**src/rtl/sdram_slot_arbiter.sv**
```systemverilog
// Slot arbiter sharing one SDRAM port between video fetch, download DMA and Z80 CPU.
// Optional per-requester grant counters are enabled by defining ARB_STATS_EN.
module sdram_slot_arbiter #(
    parameter int LAT        = 4,
    parameter int MAX_STARVE = 3
) (
    input  logic        clk_sys,
    input  logic        reset_n,
    input  logic        clkref,
`ifdef ARB_STATS_EN
    input  logic        stat_clr,
    output logic [15:0] stat_vid,
    output logic [15:0] stat_dma,
    output logic [15:0] stat_cpu,
`endif
    input  logic        vid_req,
    input  logic [22:0] vid_addr,
    output logic        vid_ack,
    output logic [15:0] vid_data,
    input  logic        dma_req,
    input  logic [22:0] dma_addr,
    input  logic [7:0]  dma_din,
    output logic        dma_ack,
    input  logic        cpu_rd,
    input  logic        cpu_wr,
    input  logic [22:0] cpu_addr,
    input  logic [7:0]  cpu_din,
    output logic        cpu_ack,
    output logic [7:0]  cpu_dout,
    output logic        sd_oe,
    output logic        sd_we,
    output logic [22:0] sd_addr,
    output logic [7:0]  sd_din,
    input  logic [15:0] sd_dout
);

    localparam int              STW        = $clog2(MAX_STARVE + 1);
    localparam logic [STW-1:0]  STARVE_MAX = STW'(MAX_STARVE);
    localparam logic [3:0]      WAIT_INIT  = 4'(LAT - 1);

    typedef enum logic [1:0] {IDLE, ISSUE, WAIT, DONE} state_t;
    typedef enum logic [1:0] {SRC_NONE, SRC_VID, SRC_DMA, SRC_CPU} src_t;

    state_t         state_q, state_d;
    src_t           src_q, src_d;
    src_t           pick;
    logic [3:0]     cnt_q, cnt_d;
    logic [STW-1:0] starve_q, starve_d;
    logic           oe_q, oe_d;
    logic           we_q, we_d;
    logic [22:0]    addr_q, addr_d;
    logic [7:0]     din_q, din_d;
    logic           vid_ack_q, vid_ack_d;
    logic           dma_ack_q, dma_ack_d;
    logic           cpu_ack_q, cpu_ack_d;
    logic [15:0]    vid_data_q, vid_data_d;
    logic [7:0]     cpu_dout_q, cpu_dout_d;
    logic           cpu_req;
    logic           cpu_forced;
    logic           grant;

    assign cpu_req    = cpu_rd | cpu_wr;
    assign cpu_forced = cpu_req && (starve_q == STARVE_MAX);

    // A starved CPU overrides the normal video > DMA > CPU order.
    always_comb begin
        pick = SRC_NONE;
        if (cpu_forced)   pick = SRC_CPU;
        else if (vid_req) pick = SRC_VID;
        else if (dma_req) pick = SRC_DMA;
        else if (cpu_req) pick = SRC_CPU;
    end

    // clkref outside IDLE is simply dropped; slots are never queued.
    assign grant = (state_q == IDLE) && clkref && (pick != SRC_NONE);

    always_comb begin
        state_d    = state_q;
        src_d      = src_q;
        cnt_d      = cnt_q;
        oe_d       = oe_q;
        we_d       = we_q;
        addr_d     = addr_q;
        din_d      = din_q;
        vid_ack_d  = 1'b0;
        dma_ack_d  = 1'b0;
        cpu_ack_d  = 1'b0;
        vid_data_d = vid_data_q;
        cpu_dout_d = cpu_dout_q;

        unique case (state_q)
            IDLE: begin
                if (grant) begin
                    state_d = ISSUE;
                    src_d   = pick;
                    unique case (pick)
                        SRC_VID: begin
                            oe_d   = 1'b1;
                            we_d   = 1'b0;
                            addr_d = vid_addr;
                            din_d  = 8'h00;
                        end
                        SRC_DMA: begin
                            oe_d   = 1'b0;
                            we_d   = 1'b1;
                            addr_d = dma_addr;
                            din_d  = dma_din;
                        end
                        SRC_CPU: begin
                            // Simultaneous rd and wr resolves to a write.
                            oe_d   = ~cpu_wr;
                            we_d   = cpu_wr;
                            addr_d = cpu_addr;
                            din_d  = cpu_wr ? cpu_din : 8'h00;
                        end
                        default: begin
                            oe_d = 1'b0;
                            we_d = 1'b0;
                        end
                    endcase
                end
            end
            ISSUE: begin
                state_d = WAIT;
                cnt_d   = WAIT_INIT;
            end
            WAIT: begin
                if (cnt_q == 4'd0) begin
                    state_d = DONE;
                    oe_d    = 1'b0;
                    we_d    = 1'b0;
                    unique case (src_q)
                        SRC_VID: begin
                            vid_ack_d  = 1'b1;
                            vid_data_d = sd_dout;
                        end
                        SRC_DMA: dma_ack_d = 1'b1;
                        SRC_CPU: begin
                            cpu_ack_d = 1'b1;
                            if (!we_q)
                                cpu_dout_d = addr_q[0] ? sd_dout[15:8] : sd_dout[7:0];
                        end
                        default: ;
                    endcase
                end else begin
                    cnt_d = cnt_q - 4'd1;
                end
            end
            DONE: begin
                state_d = IDLE;
                src_d   = SRC_NONE;
            end
            default: state_d = IDLE;
        endcase
    end

    always_comb begin
        starve_d = starve_q;
        if (!cpu_req)
            starve_d = '0;
        else if (grant) begin
            if (pick == SRC_CPU)
                starve_d = '0;
            else if (starve_q != STARVE_MAX)
                starve_d = starve_q + 1'b1;
        end
    end

    always_ff @(posedge clk_sys or negedge reset_n) begin
        if (!reset_n) begin
            state_q    <= IDLE;
            src_q      <= SRC_NONE;
            cnt_q      <= 4'd0;
            starve_q   <= '0;
            oe_q       <= 1'b0;
            we_q       <= 1'b0;
            addr_q     <= 23'd0;
            din_q      <= 8'd0;
            vid_ack_q  <= 1'b0;
            dma_ack_q  <= 1'b0;
            cpu_ack_q  <= 1'b0;
            vid_data_q <= 16'd0;
            cpu_dout_q <= 8'd0;
        end else begin
            state_q    <= state_d;
            src_q      <= src_d;
            cnt_q      <= cnt_d;
            starve_q   <= starve_d;
            oe_q       <= oe_d;
            we_q       <= we_d;
            addr_q     <= addr_d;
            din_q      <= din_d;
            vid_ack_q  <= vid_ack_d;
            dma_ack_q  <= dma_ack_d;
            cpu_ack_q  <= cpu_ack_d;
            vid_data_q <= vid_data_d;
            cpu_dout_q <= cpu_dout_d;
        end
    end

    assign sd_oe    = oe_q;
    assign sd_we    = we_q;
    assign sd_addr  = addr_q;
    assign sd_din   = din_q;
    assign vid_ack  = vid_ack_q;
    assign dma_ack  = dma_ack_q;
    assign cpu_ack  = cpu_ack_q;
    assign vid_data = vid_data_q;
    assign cpu_dout = cpu_dout_q;

`ifdef ARB_STATS_EN
    logic [2:0]  grant_vec;
    logic [15:0] stat_q [3];
    logic [15:0] stat_d [3];

    assign grant_vec = {grant && (pick == SRC_CPU),
                        grant && (pick == SRC_DMA),
                        grant && (pick == SRC_VID)};

    genvar gi;
    generate
        for (gi = 0; gi < 3; gi++) begin : g_stat
            // Clear wins over a coincident grant; counters saturate.
            always_comb begin
                stat_d[gi] = stat_q[gi];
                if (stat_clr)
                    stat_d[gi] = 16'd0;
                else if (grant_vec[gi] && (stat_q[gi] != 16'hFFFF))
                    stat_d[gi] = stat_q[gi] + 16'd1;
            end

            always_ff @(posedge clk_sys or negedge reset_n) begin
                if (!reset_n)
                    stat_q[gi] <= 16'd0;
                else
                    stat_q[gi] <= stat_d[gi];
            end
        end
    endgenerate

    assign stat_vid = stat_q[0];
    assign stat_dma = stat_q[1];
    assign stat_cpu = stat_q[2];
`endif

endmodule

```
**config.mk**
```make
export PLATFORM = sky130hd
export DESIGN_NAME = sdram_slot_arbiter
export DESIGN_NICKNAME = d
export VERILOG_FILES = /design/src/rtl/sdram_slot_arbiter.sv
export SDC_FILE = /design/constraint.sdc
export NUM_CORES = 1
export LEC_CHECK = 0
export ABC_AREA = 1
export BUFFER_PORTS_ARGS = -buffer_cell sky130_fd_sc_hd__buf_2
export CAP_MARGIN = 5
export CORE_MARGIN = 2
export CORE_UTILIZATION = 35
export DETAILED_ROUTE_END_ITERATION = 6
export HOLD_SLACK_MARGIN = 0.15
export PLACE_DENSITY = 0.63
export SLEW_MARGIN = 40
export SYNTH_ARGS = -nofsm -noshare
export SYNTH_HDL_FRONTEND = slang
export SYNTH_SLANG_ARGS = --single-unit
```
**constraint.sdc**
```tcl
create_clock -name clk_sys -period 2 [get_ports clk_sys]
set_input_delay 0.1 -clock clk_sys [delete_from_list [all_inputs] [get_ports clk_sys]]
set_output_delay 0.1 -clock clk_sys [all_outputs]
set_load 0.01 [all_outputs]
```
* Word-level counts from Yosys, hierarchy flattened *
Cells that the tools add are included.

storage, ports and cells
  output and inout port bits = 60
  input port bits = 108
  logic and storage cells = 87
  register bits = 70

operators by class
  $add $sub $neg = 2
  eq/ne operators = 16
  bitwise gates (word level) = 3
  mux-type cells = 35
  reductions and logical operators = 18

operators by type and width
  kind                                                                number
  23-bit case mux with 3 select lines                                 1
  8-bit case mux with 3 select lines                                  1
  2-bit 2-to-1 mux                                                    11
  8-bit 2-to-1 mux                                                    2
  2-bit == test, second input constant                                7
  1-bit 2-to-1 mux                                                    12
  3-bit AND reduction                                                 3
  2-bit != test, second input constant                                4
  1-bit case mux with 2 select lines                                  4
  2-bit case mux with 4 select lines                                  1
  4-bit case mux with 2 select lines                                  1
  2-bit AND reduction                                                 4
  2-bit nonzero test                                                  4
  2-bit by 1-bit == test with 1-bit output, second input constant     3
  4-bit zero test                                                     1
  4-bit 2-to-1 mux                                                    1
  2-bit case mux with 2 select lines                                  1
  4-bit AND reduction                                                 1
  4-bit by 1-bit subtractor with 4-bit output, second input constant  1
  1-bit logical AND                                                   3
  3-bit by 1-bit != test with 1-bit output, second input constant     1
  3-bit nonzero test                                                  1
  2-bit by 1-bit adder with 2-bit output, second input constant       1
  2-bit zero test                                                     1
  3 further kinds                                                     4

* Longest topological paths before layout *
  depth in word-level cells = 9
  mapped depth = 11
  gate-level depth less buffers = 9

* Worst setup path before layout *
Ideal clock, no wire load.

  kind = reg-to-reg
  start = register state_q[0]
  end = register cpu_dout_q[6] (netlist: cpu_dout[6])
  required time = 1.877 ns
  library setup time = 0.123 ns
  buffers on the path = 1
  slack = 0.514 ns
  data arrival time = 1.363 ns
  period minus slack after synthesis = 1.486 ns
  cell stages (with the launch flop) = 9
  path through = dfrtp_1 > inv_1 > ha_1 > inv_2 > nor2_4 > nand4_2 > buf_2 > nand2_1 > o21ai_1

on the way
  longest elaborated chain between the ends = 2

ends and longest elaborated chain
  item                                  line  source
  from (decl)                           44    state_t state_q, state_d;
  from (signal assigned)                185   state_q <= state_d;
  2-bit == test                         91    unique case (state_q)
  4-bit AND reduction (no source line)  -
  to (signal assigned)                  197   cpu_dout_q <= cpu_dout_d;
  to (decl)                             57    logic [7:0] cpu_dout_q, cpu_dout_d;

Every way passes these cells.
A chain may end at the register's enable or synchronous reset.

* Worst setup path in the final report *
  start = register starve_q[0]
  end = register din_q[4] (netlist: sd_din[4])

on the way
  longest elaborated chain between the ends = 6
  elaborated cells between the ends (all ways) = 11
  those cells by class = 4 x eq/ne; 2 x mux; 5 x reduce/logical

ends and longest elaborated chain
  item                                                                      line  source
  from (decl)                                                               48    logic [STW-1:0] starve_q, starve_d;
  from (signal assigned)                                                    188   starve_q <= starve_d;
  2-bit == test (*)                                                         63    assign cpu_forced = cpu_req && (starve_q == STARVE_MAX);
  1-bit logical AND (*)                                                     63
  2-bit 2-to-1 mux (*)                                                      68    if (cpu_forced) pick = SRC_CPU;
  2-bit == test, or another cell as far along                               96    unique case (pick)
  3-bit nonzero test (no source line) or 1-bit logical AND (tied branches)  -
  3-bit AND reduction (no source line)                                      -
  to (signal assigned)                                                      192   din_q <= din_d;
  to (decl)                                                                 52    logic [7:0] din_q, din_d;

Every way passes the cells marked *; elsewhere a longest branch is shown, timed or not.

==> metrics.cfg <==
[synth]
synth-edff-count=0
syn_nets=613
ys_warn_count=0
synth_flop_cell=dfrtp_1
synth_area_um2=3770
async_flop_share_pct=100.0
synth-seq-cells=70
syn_avg_cell_area_um2=7.570
synth_cells=498
seq_area_frac_synth_pct=46.47
synth_cell_type_count=27

[layout]
antenna_cells=0
fillerInstances=915
syn2layout_area_growth_pct=58.65
fin_nets=877
fin_cells=902
drive_above_1_share_pct=28.07
multi_input_area_um2=1743
final_util_pct=57.67
seq_area_um2=1752

[power_and_ir_drop]
power_density_nw_per_um2=1112
pwr-share-seq_pct=37.2
switchingPower_w=0.002546
power_frac_comb_pct=42.4
vdd_drop_max_uv=486.0
p_leak_nw=3.073
pwr-share-clk_pct=20.4
p_int_w=0.004102
p_sw_share_pct=38.29

[sta]
post-route-min-period_ps=1797
period_share_pct=89.85
fmax_mhz=556.5
tns_ps=0
hold_viol=0
setup_viol=0
final-max-slew-violation-count=0
rsz0062_at_grt=false
relSlewSlack_pct=59.93
setup_ws_ps=203.0
holdWs_ps=197.3
worstMarginPinSlew_ps=601.1
clock_skew_ps=6.737

[worst_hold_path]
hold_class=primary input to flip-flop
min_from=cpu_wr

[clock_network]
clock_tree.root_cell=clkbuf_8
cts_buffers=9
ctsLongestPathBuffers=2
cts.sink_count=70
clk_latency_ps=340
cts_setup_buffers=0
cts_tree=done
clk_pin_slew_ps=80
h-tree-depth=3

[setup_path]
crit_path_start=starve_q[0]
crit_type=flip-flop to flip-flop
worstPathRequired_ps=2230
worstSetupStartpointType=flip-flop
critPathArrivalTime_ps=2030
cp_max_fo=26
crit_path_end_kind=flip-flop
r2r_start=starve_q[0]

[drt]
drc=0
vias_per_cell=4.876
wl_met1_um=5143
dr.max_layer_used=met4
dr_wl_met3_um=1144
detail-route-antenna-nets=0
wl_um=12820
wl_per_cell_um=14.21
drt-pass1-iter-count=5
via_count=4398
met2WireLength_um=6004
initialDrtViolationCount=297

[run]
cap_violations=0

[global_routing]
grt_start_max_net_pins=46
gr-total-overflow=0
grt_pass1_vias=4330
grt_use_total_pct=21.88
antenna_found_initial=0
grt_pass1_wl_um=20050

[floorplanning]
dieArea_um2=11620
num_io_pins=168
start_util_pct=36.35
rows=37
die_w_um=107.8
core_area_um2=10370
die_height_um=107.8

[place]
placed_cells=784
place_ws_ps=237.7
dpl.hpwl_um=7742
gp_congestion=0.7734
port_buffers=167

[status]
status=complete, no violations

## routing by layer
metal	global-route usage (%)	up-vias
met3	5.811	53
met5	0	-
met2	36.34	247
met1	25.73	1982
met4	11.72	0
li1	-	2116
## cells in the mapped netlist, drive strengths merged (2+ instances only)
cell	number	area share (%)
nand2	165	17
nand3	88	12
nor2	75	7.7
dfrtp	70	46
o21ai	25	3.3
buf	23	4.6
inv	23	2.3
ha	7	2.3
mux2i	7	1.9
clkbuf	4	0.40
a21oi	3	0.40
nor3	2	0.27
o22ai	2	0.33
## critical path, stage by stage (launching register included)
cell and delay, ps:
dfrtp_1 400, ha_1 220, inv_2 60, nand2_1 50, nand2_1 70, nand2_2 340
nand2_2 350, o21ai_1 90, nand2_1 60, nand2_1 40
## timing repair
action	in CTS	in global routing
resized for setup	0	0
endpoints found under the hold margin	101	0
hold buffers	103	0
## power by group through the flow
stage / sequential (W) / combinational, W / clock [W]
final: 0.00248 / 0.00282 / 0.00136
after global routing: 0.00256 / 0.00317 / 0.00144
after CTS: 0.00249 / 0.00280 / 0.00139
after detailed placement: 0.00250 / 0.00265 / 0
after global placement: 0.00248 / 0.00259 / 0
after floorplan: 0.00268 / 0.00140 / 0
## per-stage QoR
step	instance area [um^2]	power, W
2_1_floorplan	3770	0.004080
3_3_place_gp	4715	0.005068
3_5_place_dp	4715	0.005149
4_1_cts	5981	0.006670
5_1_grt	5981	0.007169
6_report	5981	0.006648
## cells by family after synthesis
group                      Yosys count  synth area share [%]
and+or+nand+nor                    332                 37.54
xor gates and xnor gates             2                0.4647
adders and majority gates            7                 2.323
muxes                                7                 1.859
DFF                                 70                 46.47
buffers and inverters               50                 7.302
AOI/OAI and AO/OA                   30                 4.049
## flip-flops by register name, summed over array words and instances (netlist names), 2 cells and up
name      count
src_q         2
state_q       2
starve_q      2
sd_addr      23
vid_data     16
cnt_q         4
sd_din        8
cpu_dout      8
## cells in the final DEF (no fill, tap or decap), types with 2 or more instances in the layout
cell,instances
a21oi_1,3
buf_12,4
buf_2,166
buf_4,7
bufinv_16,3
clkbuf_8,9
dfrtp_1,70
dlygate4sd3_1,103
ha_1,7
inv_1,14
inv_2,9
mux2i_1,7
nand2_1,157
nand2_2,7
nand3_1,86
nand3_2,2
nor2_1,73
nor3_1,2
o21ai_0,5
o21ai_1,20
o22ai_1,2
## path summary, 6_finish.rpt
check	to	slack [ps]	cells after the start
setup / recovery	sd_din[4]	200	9
hold / removal	sd_din[7]	200	5
min in group asynchronous	cpu_dout[0]	310	2
max in group asynchronous	vid_data[13]	1140	3
setup reg to reg	sd_din[4]	200	9
hold reg to reg	vid_data[13]	480	2
## final cells by class
type	count	share of cell area [%]
clock buffer	9	2.071
clock inverter	6	1.862
inverter	23	1.444
multi-input combinational	378	29.14
sequential	70	29.29
tap	136	2.845
timing repair buffer	280	33.35
No activity file was read; power rests on OpenSTA's default activity.
